<file path="config.mk">
export PLATFORM = sky130hd
export DESIGN_NAME = shotclock_display_alarm
export DESIGN_NICKNAME = d
export VERILOG_FILES = /design/src/rtl/shotclock_display_alarm.sv
export SDC_FILE = /design/constraint.sdc
export NUM_CORES = 1
export LEC_CHECK = 0
export CAP_MARGIN = 20
export CORE_MARGIN = 1
export CORE_UTILIZATION = 43
export DETAILED_ROUTE_END_ITERATION = 12
export SETUP_SLACK_MARGIN = 0.2
export SLEW_MARGIN = 20
export SYNTH_ARGS = -nofsm -noshare
export SYNTH_HDL_FRONTEND = slang
export SYNTH_SLANG_ARGS = --single-unit
</file>
<file path="constraint.sdc">
create_clock -name clk -period 3.6 [get_ports clk]
set_input_delay 0.36 -clock clk [delete_from_list [all_inputs] [get_ports clk]]
set_output_delay 0.36 -clock clk [all_outputs]
set_load 0.02 [all_outputs]
</file>
<file path="src/rtl/shotclock_display_alarm.sv">
// Shot-clock display and expiry alarm: 5-bit count -> two active-low 7-seg digits, timed buzzer, blinking "00".
// Optional low-time warning blink is enabled by defining LOW_TIME_WARN_EN.
module shotclock_display_alarm #(
   parameter int BUZZ_CYCLES  = 100000000,
   parameter int BLINK_CYCLES = 12500000,
   parameter int WARN_THRESH  = 5
) (
   input  logic       clk,
   input  logic       rst_n,
   input  logic [4:0] count,
   input  logic       pause,
   output logic [7:0] hex1,
   output logic [7:0] hex0,
   output logic       buzzer,
   output logic       expired
);

   localparam int BW = $clog2(BUZZ_CYCLES);
   localparam int KW = $clog2(BLINK_CYCLES);
   localparam logic [BW-1:0] BUZZ_LAST  = BW'(BUZZ_CYCLES - 1);
   localparam logic [KW-1:0] BLINK_LAST = KW'(BLINK_CYCLES - 1);
   localparam logic [4:0]    WARN_V     = 5'(WARN_THRESH);
`ifdef LOW_TIME_WARN_EN
   localparam bit WARN_EN = 1'b1;
`else
   localparam bit WARN_EN = 1'b0;
`endif

   localparam logic [7:0] SEG_0     = 8'hC0;
   localparam logic [7:0] SEG_BLANK = 8'hFF;

   typedef enum logic [1:0] {IDLE, BUZZ, HOLD} state_t;

   state_t          state, state_n;
   logic [4:0]      count_q;
   logic [BW-1:0]   bt, bt_n;
   logic [KW-1:0]   kt, kt_n;
   logic            ph, ph_n;
   logic            win_q, win_n;
   logic            expire_ev;
   logic [4:0]      tens, ones;
   logic [7:0]      hex1_n, hex0_n;
   logic            buzzer_n, expired_n;

   function automatic logic [7:0] seg(input logic [4:0] d);
      case (d)
         5'd0:    seg = 8'hC0;
         5'd1:    seg = 8'hF9;
         5'd2:    seg = 8'hA4;
         5'd3:    seg = 8'hB0;
         5'd4:    seg = 8'h99;
         5'd5:    seg = 8'h92;
         5'd6:    seg = 8'h82;
         5'd7:    seg = 8'hF8;
         5'd8:    seg = 8'h80;
         5'd9:    seg = 8'h90;
         default: seg = 8'hFF;
      endcase
   endfunction

   // A zero that was already present (e.g. out of reset) is not an expiry.
   assign expire_ev = (count == 5'd0) && (count_q != 5'd0);
   assign tens      = count / 5'd10;
   assign ones      = count % 5'd10;

   always_comb begin
      state_n = state;
      bt_n    = bt;
      case (state)
         IDLE: begin
            if (expire_ev) begin
               state_n = BUZZ;
               bt_n    = '0;
            end
         end
         BUZZ: begin
            if (expire_ev) begin
               bt_n = '0;
            end else if (!pause) begin
               if (bt == BUZZ_LAST) begin
                  state_n = (count == 5'd0) ? HOLD : IDLE;
                  bt_n    = '0;
               end else begin
                  bt_n = bt + 1'b1;
               end
            end
         end
         HOLD: begin
            if (count != 5'd0) state_n = IDLE;
         end
         default: state_n = IDLE;
      endcase
   end

   // One blink phase counter serves both HOLD and the low-time window.
   always_comb begin
      win_n = WARN_EN && (state_n == IDLE) && !pause &&
              (count >= 5'd1) && (count <= WARN_V);
      kt_n  = kt;
      ph_n  = ph;
      if (((state_n == HOLD) && (state != HOLD)) || (win_n && !win_q)) begin
         kt_n = '0;
         ph_n = 1'b1;
      end else if ((state_n == HOLD) || win_n) begin
         if (kt == BLINK_LAST) begin
            kt_n = '0;
            ph_n = !ph;
         end else begin
            kt_n = kt + 1'b1;
         end
      end
   end

   always_comb begin
      hex1_n    = SEG_BLANK;
      hex0_n    = SEG_BLANK;
      buzzer_n  = (state_n == BUZZ) && !pause;
      expired_n = (state_n != IDLE);
      case (state_n)
         IDLE: begin
            hex1_n = (count < 5'd10) ? SEG_BLANK : seg(tens);
            hex0_n = seg(ones);
            if (pause) hex0_n[7] = 1'b0;
            if (win_n && !ph_n) begin
               hex1_n = SEG_BLANK;
               hex0_n = SEG_BLANK;
            end
         end
         BUZZ: begin
            hex1_n = SEG_0;
            hex0_n = SEG_0;
         end
         HOLD: begin
            hex1_n = ph_n ? SEG_0 : SEG_BLANK;
            hex0_n = ph_n ? SEG_0 : SEG_BLANK;
         end
         default: ;
      endcase
   end

   always_ff @(posedge clk or negedge rst_n) begin
      if (!rst_n) begin
         state   <= IDLE;
         count_q <= 5'd0;
         bt      <= '0;
         kt      <= '0;
         ph      <= 1'b1;
         win_q   <= 1'b0;
         hex1    <= SEG_BLANK;
         hex0    <= SEG_BLANK;
         buzzer  <= 1'b0;
         expired <= 1'b0;
      end else begin
         state   <= state_n;
         count_q <= count;
         bt      <= bt_n;
         kt      <= kt_n;
         ph      <= ph_n;
         win_q   <= win_n;
         hex1    <= hex1_n;
         hex0    <= hex0_n;
         buzzer  <= buzzer_n;
         expired <= expired_n;
      end
   end

endmodule

</file>
==> qor.txt <==
DETAILED ROUTING
-----------------------------------------------------------------------------------------------
DRC viols                                                                                     0
Per-cell via count in the routed design                                                    5.65
Routed wire per std cell                                                                15.5 um
First-iteration detailed-routing DRC count                                                  198
Initial DRT Pass Iterations                                                                   4
DRT Wirelength                                                                          9840 um
Total met3 wirelength after detailed routing                                             478 um
Via count                                                                                  3589
Uppermost layer routed                                                                     met4
Met1 Wirelength                                                                         4640 um
Detail Route Antenna Nets                                                                     0
Routed met2 length                                                                      4540 um

TIMING
-----------------------------------------------------------------------------------------------
Portion of the clock cycle consumed by the worst path in the final layout                 84.6%
Final hold viol count                                                                         0
Worst slew margin                                                                         38.2%
Number of pins with negative max-slew slack in the final report                               0
Worst Tran Pin Value                                                                     927 ps
Sum of negative setup slack                                                                0 ps
Setup-failing EPs final                                                                       0
Max Clock Freq                                                                          329 MHz
Unrepaired setup endpoints after global routing                                              no
Worst setup skew after layout                                                           10.6 ps
Fin crit period                                                                         3040 ps

SYNTHESIS
-----------------------------------------------------------------------------------------------
Post-Syn Instances                                                                          468
Number of distinct library cells after synthesis                                             62
Top cell type's share of synthesized area                                                 35.0%
Share of the synthesized area in compound gates (AO/OA/AOI/OAI)                           14.5%
Summed instance area of the synthesized netlist                                        4290 um2
Most numerous cell in the Yosys netlist                                            sky130_fd_sc_hd__dfrtp_1
Number of synthesized flops with an enable pin                                                0
Share of flip-flops with an asynchronous set or reset after synthesis                      100%
Synthesized-area fraction occupied by adder cells                                         3.21%
Main combinational cell family by area after synthesis                             simple AND/OR/NAND/NOR gates
Simple-gate share of the synthesized area                                                 28.3%
Mux contribution to synthesized area                                                     0.496%
Leading cell types by count after synthesis                                        60 x sky130_fd_sc_hd__dfrtp_1, 46 x sky130_fd_sc_hd__nand2_1, 44 x sky130_fd_sc_hd__nor2_1
Total nets after synthesis                                                                  487
Ranking of synthesized cells by area                                               sky130_fd_sc_hd__dfrtp_1 35%, sky130_fd_sc_hd__dfstp_2 9.2%, sky130_fd_sc_hd__nand2_1 4.0%, sky130_fd_sc_hd__xnor2_1 3.9%, sky130_fd_sc_hd__nor2_1 3.9%
Area leader, netlist                                                               sky130_fd_sc_hd__dfrtp_1
Post-synthesis area per instance                                                       9.16 um2
Fraction of the yosys area taken by sequential cells                                      44.2%
Xor-xnor portion of the synthesized cell area                                             5.52%
Ys flop type                                                                       sky130_fd_sc_hd__dfrtp_1
Warnings, synthesis                                                                           0
Number of storage elements in the synthesis netlist                                          75

CRITICAL PATH
-----------------------------------------------------------------------------------------------
Worst setup EP type                                                                   flip-flop
Critical path fanouts, max                                                                   16
Critical path cell sequence                                                        ha_1, nand3_1, nor3_2, nand4_1, nor4_2, o21ai_1, inv_1, ha_1, buf_4, nand2_1, a311oi_2, nor3_2, o31ai_1, o21bai_1
CP Data Arrival Time                                                                    3340 ps
Crit Path Class                                                                    flip-flop to flip-flop
Crit-path slowest cell                                                             sky130_fd_sc_hd__dfrtp_1
Type of element launching the critical path                                           flip-flop
Required time of the critical path                                                      3890 ps
Maximum cell stage delay along the critical path                                         400 ps

PWR
-----------------------------------------------------------------------------------------------
Overall Power                                                                         0.00189 W
Leakage power total                                                                     2.06 nW
Power density normalized to cell area                                                386 nW/um2
Worst vdd ir                                                                         0.000289 V

FINISH
-----------------------------------------------------------------------------------------------
Final Net Count                                                                             516
Fraction of final layout cells with drive strength greater than 1                         11.8%
Area occupied by multi-input gates                                                     2250 um2
# diodes                                                                                      0
Area growth from synthesis to final layout                                                14.1%
End-of-flow core utilization                                                              50.3%
Number of fill cells                                                                        946
Flip-flop and latch area                                                               1900 um2

DIE
-----------------------------------------------------------------------------------------------
Die span in x                                                                            102 um
Boundary Pins                                                                                26
Core outline area                                                                      9730 um2
Initial Util                                                                              44.1%
Die outline height                                                                       102 um
Std-Cell Rows                                                                                36
Die Outline Area                                                                      10400 um2

WORST HOLD PATH
-----------------------------------------------------------------------------------------------
Worst Hold Class                                                                   input pin to async pin

GLOBAL ROUTE
-----------------------------------------------------------------------------------------------
GR Overflow Total                                                                             0
Largest net degree at the start of global routing                                            76
Initial antenna violation count                                                               0
Number of global-route vias before repair                                                  3438
First-pass GRT wire length                                                             16600 um
Total global-route track usage                                                            20.8%

CLOCKING
-----------------------------------------------------------------------------------------------
Clock sink count                                                                             75
Maximum count of clock buffers along a single path                                            2
Setup bufs post-CTS                                                                           0
Hold-fix buffer count after cts                                                               0
Clock input transition at the sequential cells of the worst setup and hold paths          80 ps
CTS tree                                                                                   done
TritonCTS buffer count                                                                        9
Insertion delay to the later sink of the worst-skew pair                                 370 ps
Root buffer cell                                                                   sky130_fd_sc_hd__clkbuf_8
H-tree depth reported by CTS                                                                  3

STATUS
-----------------------------------------------------------------------------------------------
Run status                                                                            completed

PLACED DESIGN
-----------------------------------------------------------------------------------------------
PortBufs                                                                                     24
Gpl congestion                                                                            0.897
Post-DP HPWL                                                                            6640 um

JOB
-----------------------------------------------------------------------------------------------
Number of violations of the max-capacitance limit                                             0

-- path summary, 6_finish.rpt --
path / startpoint / to / slack, ps / cells after the start
worst min-delay path: rst_n / kt[0] / 130 / 1
worst max-delay path: bt[0] / hex0[1] / 560 / 14
worst max register to register: bt[0] / hex0[1] / 560 / 14
max in group asynchronous: rst_n / kt[22] / 2880 / 1
worst min register to register: kt[23] / kt[23] / 510 / 1
min in group clk: kt[23] / kt[23] / 510 / 1
-- where the power goes --
part           switching [W]  internal, W
clock network       0.000321     0.000286
registers          0.0000345     0.000911
logic               0.000194     0.000142
-- kinds of logic after synthesis --
kind of cell / after synthesis
buffers and inverters: 32
muxes: 2
AOI/OAI and AO/OA: 92
DFF: 75
other: 1
and+or+nand+nor: 228
xor gates and xnor gates: 27
adders and majority gates: 11
-- cell type report --
| class | count | area share, % |
|---|---|---|
| multi-input cells | 361 | 46.1 |
| flip-flops and latches | 75 | 38.8 |
| repair buffers | 40 | 7.32 |
| well taps | 133 | 3.40 |
| clock buffers | 12 | 3.17 |
| inverters | 10 | 0.767 |
| clock inverters | 4 | 0.512 |
-- flip-flops by register name (all words and copies together), names as in the netlist --
name	cells
hex1	6
state	2
buzzer	1
bt	27
ph	1
count_q	5
expired	1
hex0	8
kt	24
-- cell usage in the layout, fill, tap and decap left out, drive strengths merged, types with 2 or more instances in the layout --
cell	Yosys	routed
or3	6	6
a21o	4	4
dfrtp	60	60
a41o	5	5
inv	10	10
nor2b	10	10
xor2	8	8
nand4	14	14
nor4	14	14
or4	3	3
a221o	2	2
and2b	2	2
nand2b	5	5
clkdlybuf4s50	0	23
buf	10	17
nand2	46	46
or2	3	3
clkbuf	12	12
o21ai	38	38
o31ai	2	2
xnor2	19	19
a41oi	2	2
a22o	12	12
and4	5	5
and3	11	11
nor4b	3	3
nor3	20	20
clkinv	0	2
dfstp	15	15
a21oi	10	10
a31oi	2	2
ha	11	11
nor2	45	45
a211oi	2	2
and2	5	5
nand3	29	29
a31o	3	3
nor4bb	2	2
clkinvlp	0	2
-- per-stage QoR --
step	std cells	hold slack (ps)	instance area (um2)	setup slack, ps
after floorplan	468	64.4	4290	631
after global placement	619	485	4690	415
after detailed placement	619	491	4690	338
after CTS	635	167	4870	362
after global routing	635	223	4890	235
final	635	131	4890	556
-- critical path: cells and delay by family (launching register included) --
| family | cells | cell delay [ps] |
|---|---|---|
| DFF | 1 | 400 |
| adders and majority gates | 2 | 390 |
| and+or+nand+nor | 6 | 1100 |
| AOI/OAI and AO/OA | 4 | 740 |
| buffers and inverters | 2 | 350 |
-- per-layer routing --
layer	track usage, %	vias up
li1	-	1758
met4	8.13	0
met3	5.95	14
met1	28.0	1733
met2	32.0	84
met5	0	-
-- repair_timing --
item,in CTS,in global routing
gates resized for setup,0,3
hold endpoints to repair,0,0
endpoints found under the setup margin,0,4
No activity file was read; power rests on OpenSTA's default activity.
==> variant: new RTL, same flow settings <==
Change the parameter `BUZZ_CYCLES` from 100000000 to 400000000.
--- a/src/rtl/shotclock_display_alarm.sv
+++ b/src/rtl/shotclock_display_alarm.sv
@@ -1,7 +1,7 @@
 // Shot-clock display and expiry alarm: 5-bit count -> two active-low 7-seg digits, timed buzzer, blinking "00".
 // Optional low-time warning blink is enabled by defining LOW_TIME_WARN_EN.
 module shotclock_display_alarm #(
-   parameter int BUZZ_CYCLES  = 100000000,
+   parameter int BUZZ_CYCLES  = 400000000,
    parameter int BLINK_CYCLES = 12500000,
    parameter int WARN_THRESH  = 5
 ) (
Function: same outputs for any inputs over 10 cycles, from zero or initial values and one cycle with rst_n low; that may be too few to reach the edited logic, so the function may still have changed.
==> variant against the original RTL <==
Clock skew is 0.0058 ns higher. Total power increased by 14%. Setup slack got worse by 0.12 ns. Synthesized area decreased by 2.8%. Worst hold slack gained 0.017 ns. Combinational power rose by 4%. Sequential cell count up 2. Wire length decreased by 9.5%. Final area is 0.51% higher. Non-clock buffer count rose by 2. Via count down 7.7%.
==> variant: results <==
metrics = {
    "logic_synthesis": {
        "ys_types": 59,
        "synth_compound_area_frac": 0.1625,
        "synth_xor_area_frac": 0.06306,
        "synthAdderAreaFrac": 0.04204,
        "synthMuxAreaShare": 0.007508,
        "synthTopCellsByArea": "dfrtp_1 37%, dfstp_2 9.5%, o21ai_0 5.6%",
        "yosysSeqAreaShare": 0.4670,
        "ys_ff_latch": 77,
        "synth_common_cells": "62 x dfrtp_1, 53 x nand2_1, 47 x o21ai_0, 38 x nor2_1, 21 x inv_1",
    },
    "drt": {
        "routed_wl_mm": 8.901,
        "wl_met2_mm": 4.166,
        "drt_iter0_drc": 96,
        "via_per_inst": 5.344,
        "met1_length_mm": 4.307,
        "wl_met3_um": 331,
        "firstDrtPassIters": 4,
    },
    "worst_setup_path": {
        "critPathMaxFanout": 11,
        "crit_path_start": "bt[1]",
        "slowest_delay_ns": 0.59,
        "cp_data_arrival_time_ns": 3.44,
        "regToRegSetupSlack_ns": 0.44,
        "critPathSlowestCell": "or4_4",
        "crit_path_end": "kt[8]",
    },
    "grt": {
        "grt_pass1_wl_mm": 15.23,
        "grt_usage": 0.1942,
        "groute.layer.met1.usage": 0.2535,
        "grt_max_degree": 78,
        "grtUsageMet3": 0.05084,
        "grt_pass1_vias": 3188,
    },
    "layout": {
        "clkCellAreaFrac": 0.05269,
        "nClkBuffers": 13,
        "multi_input_gates": 335,
        "inv_count": 21,
        "drive_gt1_frac": 0.1344,
        "reg_top3": "bt (29), kt (24), hex0 (8)",
        "seq_cells": 77,
        "multi_input_area_share": 0.4261,
        "nNetsFinal": 508,
        "fillers": 833,
        "buf_share": 0.07661,
    },
    "timing": {
        "worstMarginPinSlew_ns": 0.9644,
        "skew_ns": 0.01639,
    },
    "power": {
        "swShare": 0.2550,
        "powerClk_uw": 835,
        "power_combinational_uw": 349,
        "power.density_mw_per_mm2": 437.3,
        "irDropWorstVdd_v": 0.0003015,
    },
    "placed_design": {
        "port_buffers": 24,
        "routabilityCongestion": 0.8796,
    },
    "run_status": {
        "run_status": "finished clean",
    },
    "clock_network": {
        "insertion_delay_ns": 0.36,
    },
}
variant: cell types whose count changed after synthesis, moves of 11 or more:
cell | before | now
inv_1 | 10 | 21
nand3_1 | 29 | 18
nor4_1 | 14 | 3
o21ai_0 | 23 | 47
o21ai_1 | 14 | 0
variant: repair_timing:
action / in CTS / in global routing
resized for setup: 0 / 4
buffers inserted: 0 / 4
hold endpoints to repair: 0 / 0
setup endpoints to repair: 0 / 31
variant: through the flow:
step | hold WS (ns) | setup slack, ns | utilization | cell area, µm² | std cells
floorplan | 0.06441 | 0.2352 | - | 4167 | 445
global placement | 0.4688 | 0.3196 | 0.4947 | 4614 | 600
detailed placement | 0.4873 | 0.2172 | 0.4947 | 4614 | 600
CTS | 0.1848 | 0.2468 | 0.5225 | 4873 | 616
global route | 0.2393 | 0.2120 | 0.5270 | 4916 | 620
finish | 0.1480 | 0.4400 | 0.5270 | 4916 | 620
